File: src/rtl/shift_register_sequencer.sv
// Round-robin sequencer sharing one right-shift register between two clients.
// Each grant loads the winner's word, then streams SHIFT_COUNT bits LSB first.
module shift_register_sequencer #(
  parameter int WIDTH       = 4,
  parameter int SHIFT_COUNT = 4
) (
  input  logic             clk,
  input  logic             rst,
  input  logic             req0,
  input  logic [WIDTH-1:0] data0,
  input  logic             req1,
  input  logic [WIDTH-1:0] data1,
  output logic             gnt0,
  output logic             gnt1,
  output logic             sr_load,
  output logic             sr_shift,
  output logic [WIDTH-1:0] sr_data_in,
  input  logic [WIDTH-1:0] sr_data_out,
  output logic             ser_bit,
  output logic             bit_valid,
  output logic             busy,
  output logic             done,
  output logic             done_id
);

  localparam int CW = (SHIFT_COUNT < 2) ? 1 : $clog2(SHIFT_COUNT);
  localparam logic [CW-1:0] LAST = CW'(SHIFT_COUNT - 1);

  localparam logic [1:0] S_IDLE  = 2'd0;
  localparam logic [1:0] S_LOAD  = 2'd1;
  localparam logic [1:0] S_SHIFT = 2'd2;
  localparam logic [1:0] S_DONE  = 2'd3;

  logic [1:0]       r_state;
  logic [CW-1:0]    r_cnt;
  logic             r_id;
  logic             r_last;
  logic             r_gnt0;
  logic             r_gnt1;
  logic             r_load;
  logic             r_shift;
  logic [WIDTH-1:0] r_din;
  logic             r_ser;
  logic             r_bv;
  logic             r_busy;
  logic             r_done;
  logic             r_done_id;

  logic w_pick1;
  logic w_unused;

  // On a tie, serve whoever was not served last.
  assign w_pick1  = req1 & (~req0 | ~r_last);
  assign w_unused = ^sr_data_out;

  always_ff @(posedge clk or negedge rst) begin
    if (!rst) begin
      r_state   <= S_IDLE;
      r_cnt     <= '0;
      r_id      <= 1'b0;
      r_last    <= 1'b1;
      r_gnt0    <= 1'b0;
      r_gnt1    <= 1'b0;
      r_load    <= 1'b0;
      r_shift   <= 1'b0;
      r_din     <= '0;
      r_ser     <= 1'b0;
      r_bv      <= 1'b0;
      r_busy    <= 1'b0;
      r_done    <= 1'b0;
      r_done_id <= 1'b0;
    end else begin
      r_gnt0 <= 1'b0;
      r_gnt1 <= 1'b0;
      r_load <= 1'b0;
      r_done <= 1'b0;
      unique case (r_state)
        S_IDLE: begin
          if (req0 | req1) begin
            r_state <= S_LOAD;
            r_gnt0  <= ~w_pick1;
            r_gnt1  <= w_pick1;
            r_load  <= 1'b1;
            r_din   <= w_pick1 ? data1 : data0;
            r_busy  <= 1'b1;
            r_id    <= w_pick1;
          end
        end
        S_LOAD: begin
          r_shift <= 1'b1;
          r_cnt   <= '0;
          r_state <= S_SHIFT;
        end
        S_SHIFT: begin
          r_ser <= sr_data_out[0];
          r_bv  <= 1'b1;
          r_cnt <= r_cnt + 1'b1;
          if (r_cnt == LAST) begin
            r_shift   <= 1'b0;
            r_done    <= 1'b1;
            r_done_id <= r_id;
            r_state   <= S_DONE;
          end
        end
        S_DONE: begin
          r_bv    <= 1'b0;
          r_busy  <= 1'b0;
          r_last  <= r_id;
          r_state <= S_IDLE;
        end
        default: r_state <= S_IDLE;
      endcase
    end
  end

  assign gnt0       = r_gnt0;
  assign gnt1       = r_gnt1;
  assign sr_load    = r_load;
  assign sr_shift   = r_shift;
  assign sr_data_in = r_din;
  assign ser_bit    = r_ser;
  assign bit_valid  = r_bv;
  assign busy       = r_busy;
  assign done       = r_done;
  assign done_id    = r_done_id;

endmodule

File: config.mk
export PLATFORM = sky130hd
export DESIGN_NAME = shift_register_sequencer
export DESIGN_NICKNAME = d
export VERILOG_FILES = /design/src/rtl/shift_register_sequencer.sv
export SDC_FILE = /design/constraint.sdc
export NUM_CORES = 1
export LEC_CHECK = 0
export CORE_UTILIZATION = 42
export CTS_BUF_LIST = sky130_fd_sc_hd__clkbuf_16
export DETAILED_ROUTE_END_ITERATION = 12
export PLACE_DENSITY = 0.75
export SETUP_SLACK_MARGIN = 0.05
export SYNTH_ARGS = -nofsm -noshare
export SYNTH_HDL_FRONTEND = slang
export SYNTH_SLANG_ARGS = --single-unit
File: constraint.sdc
create_clock -name clk -period 3.2 [get_ports clk]
set_input_delay 0.48 -clock clk [delete_from_list [all_inputs] [get_ports clk]]
set_output_delay 0.48 -clock clk [all_outputs]
set_load 0.05 [all_outputs]
Word level (Yosys, flattened, before mapping). Index checks and enable logic that the tools add are counted. Widths: inputs -> output; s select.

Register bits: 19. Output and inout port bits: 13. Word-level logic and storage cells: 54.

Add/sub/neg operators: 1. Equality and inequality tests: 6. Muxes and demuxes: 18. Bitwise operators: 6. Reductions and logical operators: 9.

Operators with widths (count): $mux 1 (10); $reduce_and 2->1 (5); $pmux 2 s4 (1); $eq 2x2->1 const B (3); $pmux 1 s2 (3); $reduce_bool 2->1 (3); $mux 2 (2); $mux 4 (1); $ne 2x2->1 const B (2); $pmux 2 s2 (1); $not 1->1 (3); $add 2x1->2 const B (1); $eq 2x1->1 const B (1); $logic_not 2->1 (1); $or 1x1->1 (2); $and 1x1->1 (1).

Logic depth before layout (Yosys ltp). Gate-level depths: netlist of the first run.

Depth in word-level cells: 6. Depth in mapped cells: 6.

Worst setup path after synthesis of the first run. Ideal clock, no wire load.

Path kind: register to register. Start point: register r_state[0]. End point: register r_state[1]. Arrival time: 1369 ps. Required time: 3075 ps. Slack: 1706 ps. Cell stages (with the launch flop): 7. Path buffers: 1. Path through: dfrtp_1 -> inv_1 -> ha_1 -> clkbuf_2 -> nor2b_1 -> a21oi_1 -> mux2_2.

Longest elaborated chain between the ends: 3. Elaborated cells on any way between the ends: 8. Those cells by class: eq/ne: 5; mux: 1; reduce/logical: 2.

Ends and longest elaborated chain: start: declaration (line 34) `logic [1:0] r_state;`; start signal: assignment (line 58) `r_state <= S_IDLE;`; start signal: assignment (line 80) `r_state <= S_LOAD;`; start signal: assignment (line 92) `r_state <= S_SHIFT;`; $eq 2x2->1 or $logic_not 2->1 (tied branches) (line 77) `unique case (r_state)`; $ne 2x2->1 (no source line); $reduce_and 2->1 (no source line).

Several ways; a longest one is shown, not always the timed one. A chain may end at the register's enable or synchronous reset.

Final worst setup path of the first run.
Start point: register r_din[1] (netlist: sr_data_in[1]). End point: output sr_data_in[1].

RTL lines: start: declaration (line 42) `logic [WIDTH-1:0] r_din;`; start signal: assignment (line 84) `r_din <= w_pick1 ? data1 : data0;`; end: declaration (line 17) `output logic [WIDTH-1:0] sr_data_in,`.

No word-level cell between the ends.

==> results.yml, run 1 <==
route:
  routedWlPerCell_um: 12.5
  ant_nets: 0
  drt_iter0_markers: 7
  dr.pass1.iters: 4
  routed_wl_mm: 1.48
  drc_errors: 0
  vias_per_cell: 4.98
  via_count: 588
pwr:
  pwr_density_cell_mw_per_mm2: 1130
  peakVddDrop_mv: 0.680
  p_leak_nw: 0.551
  power.total_w: 0.00133
synthesis:
  synth_top_cell_by_area: "dfrtp_1"
  synth_warnings: 0
  yosys.area.top_type_share: 0.546
  ys_seq_elements: 19
  synthesis.area_um2: 825
  synth_area_leaders: "dfrtp_1, ha_1, mux2_2"
  syn_nets: 86
  avgSynthCellArea_um2: 12.7
  ys_types: 25
  syn_inst: 65
  seq_area_frac_synth: 0.578
critical_path:
  rr_endpoint: "r_state[1]$_DFFE_PN0P_"
  path_class: "flip-flop to primary output"
  cp_top_family: "buffers and inverters"
  r2r_slack_ps: 1580
  critPathSlowestCell: "clkdlybuf4s50_1"
  max_stage_delay_ps: 820
  worst_setup_path_start_kind: "flip-flop"
  required_ps: 2720
  end_kind: "primary output"
  crit_arrival_ps: 1420
  critPathBufInv: 1
  critPathLaunch: "sr_data_in[1]$_DFFE_PN0P_"
  crit_cells: 1
  r2r_start: "r_state[0]$_DFFE_PN0P_"
  endpoint: "sr_data_in[1]"
  crit_fanout: 2
  path_cells: "clkdlybuf4s50_1"
  worst_r2r_path_depth: 5
floorplan:
  start_util: 0.462
  die_h_um: 46.3
  dieArea_mm2: 0.00214
  dieWidth_um: 46.3
  num_rows: 15
  core_mm2: 0.00178
  ios: 29
cts:
  cts_tree: "yes"
  post_cts_resized: 0
  clockBufferDepth: 2
  clkTransAtPathRegs_ps: 50
  hold_buffers: 0
  cts_made_buffers: 3
  clk_latency_ps: 250
  clock_sinks: 19
  cts_root_buf: "clkbuf_16"
  postCtsSetupRepairBufs: 0
  h-tree-depth: 1
run_status:
  outcome: "complete, no violations"
layout:
  final_cell_mix: "clkdlybuf4s50_1, dfrtp_1, inv_1"
  diodes: 0
  drive_gt1_frac: 0.140
  synthToLayoutAreaGrowth_pct: 43.2
  layout.cells.non_filler: 118
  final_common_cell: "clkdlybuf4s50_1"
  final_nets: 115
timing:
  hold_viol: 0
  setup_viol_count_final: 0
  whs_ps: 496
  max_freq_mhz: 527
  tns_ps: 0
  period_share: 0.593
  relSlewSlack: 0.462
  min_period_ps: 1900
  tightestPinTransition_ps: 804
  slew_violations: 0
  clock_skew_ps: 1.48
  rsz0062_at_grt: "false"
hold_path:
  worstHoldPathCells: 2
  hold_class: "flip-flop to flip-flop"
job:
  drv_cap: 0
global_routing:
  overflow: 0
  grt_pass1_wl_mm: 2.39
  track_usage: 0.165
  grt_antenna_before_repair: 0
  grt_pass1_vias: 565
  grt_max_degree: 20
place:
  port_buffers: 25
  hpwl_mm: 1.06
  gp_routability_congestion: 0.748
  placedCellCount: 114
[sequential cells by signal, summed over array words and instances, names as in the netlist]
register and count:
bit_valid 1, busy 1, done 1, done_id 1, gnt0 1, gnt1 1, r_cnt 2, r_id 1
r_last 1, r_state 2, ser_bit 1, sr_data_in 4, sr_load 1, sr_shift 1
[layer usage]
metal | wire length (um) | global-route usage | vias to the layer above | share of wire
li1 | - | - | 283 | -
met1 | 672 | 0.202 | 289 | 0.45
met2 | 727 | 0.247 | 12 | 0.49
met3 | 54 | 0.0392 | 4 | 0.037
met4 | 24 | 0.124 | 0 | 0.016
met5 | 0 | 0 | - | 0
[cell families (layout without fill, tap and decap cells)]
group | after synthesis | after routing | share of synthesized area
buffers and inverters | 8 | 36 | 0.0379
adders and majority gates | 5 | 5 | 0.0759
muxes | 4 | 4 | 0.0546
AOI/OAI and AO/OA | 15 | 15 | 0.161
DFF | 19 | 19 | 0.578
and+or+nand+nor | 14 | 14 | 0.0926
[worst min path at each step]
stage | endpoint | slack (ps) | from
floorplan | bit_valid$_DFFE_PN0P_ | 180 | rst
global placement | busy$_DFFE_PN0P_ | 480 | busy$_DFFE_PN0P_
detailed placement | busy$_DFFE_PN0P_ | 470 | busy$_DFFE_PN0P_
CTS | busy$_DFFE_PN0P_ | 500 | busy$_DFFE_PN0P_
global route | busy$_DFFE_PN0P_ | 510 | busy$_DFFE_PN0P_
finish | bit_valid$_DFFE_PN0P_ | 500 | bit_valid$_DFFE_PN0P_
[synth_stat cells, drive strengths merged]
master   count
dfstp        1
nor2b        1
nand3        2
and3         3
o31ai        1
and2         2
a2bb2oi      1
mux2         4
dfrtp       18
a21oi        2
clkbuf       1
a21o         1
nand2b       1
a21boi       1
o22ai        1
a221o        3
nor2         5
ha           5
o2bb2ai      1
inv          7
o22a         1
o21ai        3
[cell type report]
type	instances	area, um2
Timing Repair Buffer	25	250
Clock buffer	3	75.1
Fill cell	133	602
Tap cell	25	31.3
Sequential cell	19	477
Clock inverter	1	5.00
Multi-Input combinational cell	38	317
Inverter	7	26.3
[worst reg2reg max path, stage by stage, from the launching register on]
cell and delay (ps):
dfrtp_1 400, inv_1 80, ha_1 290, nor2b_1 170, a21oi_1 200, mux2_2 360
[metrics by stage]
stage	instance area [um2]	utilization	setup WS, ps
finish	1180	0.662	1300
global route	1180	0.662	1260
CTS	1180	0.662	1290
global placement	1100	0.618	1350
floorplan	825	-	1710
detailed placement	1100	0.618	1320
[power by group]
part | switching [W] | internal (W) | total, W
clock network | 0.0000830 | 0.000167 | 0.000250
logic | 0.000407 | 0.000265 | 0.000671
registers | 0.0000615 | 0.000349 | 0.000411
Note: power is estimated with default switching activity, not from simulation.
==> run 2: changes to the inputs <==
--- a/config.mk
+++ b/config.mk
@@ -5,10 +5,10 @@
 export SDC_FILE = /design/constraint.sdc
 export NUM_CORES = 1
 export LEC_CHECK = 0
-export CORE_UTILIZATION = 42
+export CORE_UTILIZATION = 39
 export CTS_BUF_LIST = sky130_fd_sc_hd__clkbuf_16
 export DETAILED_ROUTE_END_ITERATION = 12
-export PLACE_DENSITY = 0.75
+export PLACE_DENSITY = 0.74
 export SETUP_SLACK_MARGIN = 0.05
 export SYNTH_ARGS = -nofsm -noshare
 export SYNTH_HDL_FRONTEND = slang
==> constraint.sdc (replaced) <==
create_clock -name clk -period 1.65 [get_ports clk]
set_input_delay 0.2475 -clock clk [delete_from_list [all_inputs] [get_ports clk]]
set_output_delay 0.2475 -clock clk [all_outputs]
set_load 0.05 [all_outputs]
==> run 2 against run 1 <==
Sequential power up 93%. Flip-flop and latch count unchanged. Setup slack worse by 1200 ps. Non-clock buffer count up 4. Core utilization down 6.7 points. Combinational power up 95%. Critical endpoint is now r_state[1]$_DFFE_PN0P_. Routed wire length up 0.41%. Register-to-register slack worse by 1400 ps. Cell count up 5.1%. Clock skew up 0.65 ps. Count of clock-buffer cells in the layout unchanged.
==> results.yml, run 2 (same netlist as run 1, synthesis figures left out) <==
run_status:
  outcome: "complete, no violations"
cts:
  cts_tree: "yes"
  clockBufferDepth: 2
  clk_latency_ps: 240
  cts_root_buf: "clkbuf_16"
  hold_buffers: 0
  cts_made_buffers: 3
  clkTransAtPathRegs_ps: 50
  h-tree-depth: 1
  clock_sinks: 19
place:
  port_buffers: 25
  hpwl_mm: 1.13
  placedCellCount: 118
  placed_cell_area_mm2: 0.00109
  gp_routability_congestion: 0.719
  post-place-ws_ps: -8.29
critical_path:
  r2r_slack_ps: 140
  critPathSlowestCell: "dfrtp_1"
  cp_top_family: "flip-flops"
  crit_arrival_ps: 1640
  path_cells: "inv_1 -> ha_1 -> nor2b_1 -> a21oi_1 -> mux2_2"
  critPathBufInv: 1
  worst_r2r_path_depth: 5
  crit_fanout: 6
  worst_setup_path_start_kind: "flip-flop"
  path_class: "flip-flop to flip-flop"
  end_kind: "flip-flop"
  required_ps: 1780
  max_stage_delay_ps: 370
  crit_cells: 5
layout:
  layout.cells.non_filler: 124
  synthToLayoutAreaGrowth_pct: 43.1
  final_nets: 119
  largest_reg_flops: 4
  final_cell_area_mm2: 0.00118
  final_common_cell: "dfrtp_1"
  diodes: 0
  final_cell_mix: "dfrtp_1, buf_4, clkdlybuf4s50_1"
  drive_gt1_frac: 0.299
timing:
  whs_ps: 335
  slew_violations: 0
  max_freq_mhz: 663
  min_period_ps: 1510
  hold_viol: 0
  clock_skew_ps: 2.13
  setup_viol_count_final: 0
  setup_ws_ps: 142
  relSlewSlack: 0.799
  period_share: 0.914
  rsz0062_at_grt: "false"
  tightestPinTransition_ps: 302
hold_path:
  hold_class: "primary input to async pin"
floorplan:
  dieWidth_um: 48.0
  start_util: 0.416
  num_rows: 16
  dieArea_mm2: 0.00230
  die_h_um: 48.0
  ios: 29
  core_mm2: 0.00198
global_routing:
  overflow: 0
  grt_pass1_wl_mm: 2.19
  grt_antenna_before_repair: 0
  track_usage: 0.141
  grt_pass1_vias: 518
  grt_max_degree: 20
route:
  routed_wl_mm: 1.48
  drc_errors: 0
  vias_per_cell: 4.73
  ant_nets: 0
  drt_iter0_markers: 1
  dr.pass1.iters: 4
  via_count: 587
  routedWlPerCell_um: 12.0
pwr:
  comb_power_share: 0.509
  pwr-share-clk: 0.184
  swShare: 0.414
  pwr_density_cell_mw_per_mm2: 2190
  intPower_w: 0.00151
  switching_power_w: 0.00107
  p_leak_nw: 0.587
  p_seq_frac: 0.308
  peakVddDrop_mv: 1.09
job:
  drv_cap: 0
## run 2: cell count changes in the layout (fill, tap and decap cells not counted)
cell             before  now
inv_1                 7    8
clkdlybuf4s50_1      25   12
buf_4                 0   17
clkinv_2              1    0
## run 2: metrics by stage
stage                     utilization  power, W  setup TNS [ps]
after floorplan                     -   0.00170               0
after global placement          0.548   0.00204               0
after detailed placement        0.548   0.00208           -8.29
after CTS                       0.588   0.00257               0
after global routing            0.595   0.00274               0
final                           0.595   0.00258               0
## run 2: area by class of cell
class                           count  area (um2)
Clock buffer                        3        75.1
Timing Repair Buffer               29         248
Clock inverter                      1        3.75
Sequential cell                    19         477
Multi-Input combinational cell     38         317
Tap cell                           27        33.8
Fill cell                         161         802
Inverter                            7        26.3
## run 2: metal layers
metal  global-route usage  vias to the layer above  part of all wire
met5                    0                        -                 0
met4               0.0667                        0            0.0074
met3               0.0226                        2             0.029
met2                0.230                       10              0.53
met1                0.181                      283              0.43
li1                     -                      292                 -
## run 2: path summary, 6_finish.rpt
path                                        start                         to
max                        r_state[0]$_DFFE_PN0P_     r_state[1]$_DFFE_PN0P_
min                                           rst  sr_data_in[1]$_DFFE_PN0P_
max reg2reg                r_state[0]$_DFFE_PN0P_     r_state[1]$_DFFE_PN0P_
min reg2reg                      busy$_DFFE_PN0P_           busy$_DFFE_PN0P_
max in group asynchronous                     rst         r_last$_DFFE_PN1P_
min in group clk                 busy$_DFFE_PN0P_           busy$_DFFE_PN0P_
## run 2: repair_timing
action | 4_1_cts | 5_1_grt
resized for setup | 0 | 0
buffers inserted | 0 | 2
endpoints found under the setup margin | 0 | 1
## run 2: power groups by stage
stage / Clock (W) / Sequential (W) / Combinational, W
after detailed placement: 0 / 0.000805 / 0.00127
after global placement: 0 / 0.000794 / 0.00125
after CTS: 0.000487 / 0.000801 / 0.00128
after floorplan: 0 / 0.00122 / 0.000481
after global routing: 0.000511 / 0.000817 / 0.00141
final: 0.000474 / 0.000793 / 0.00131
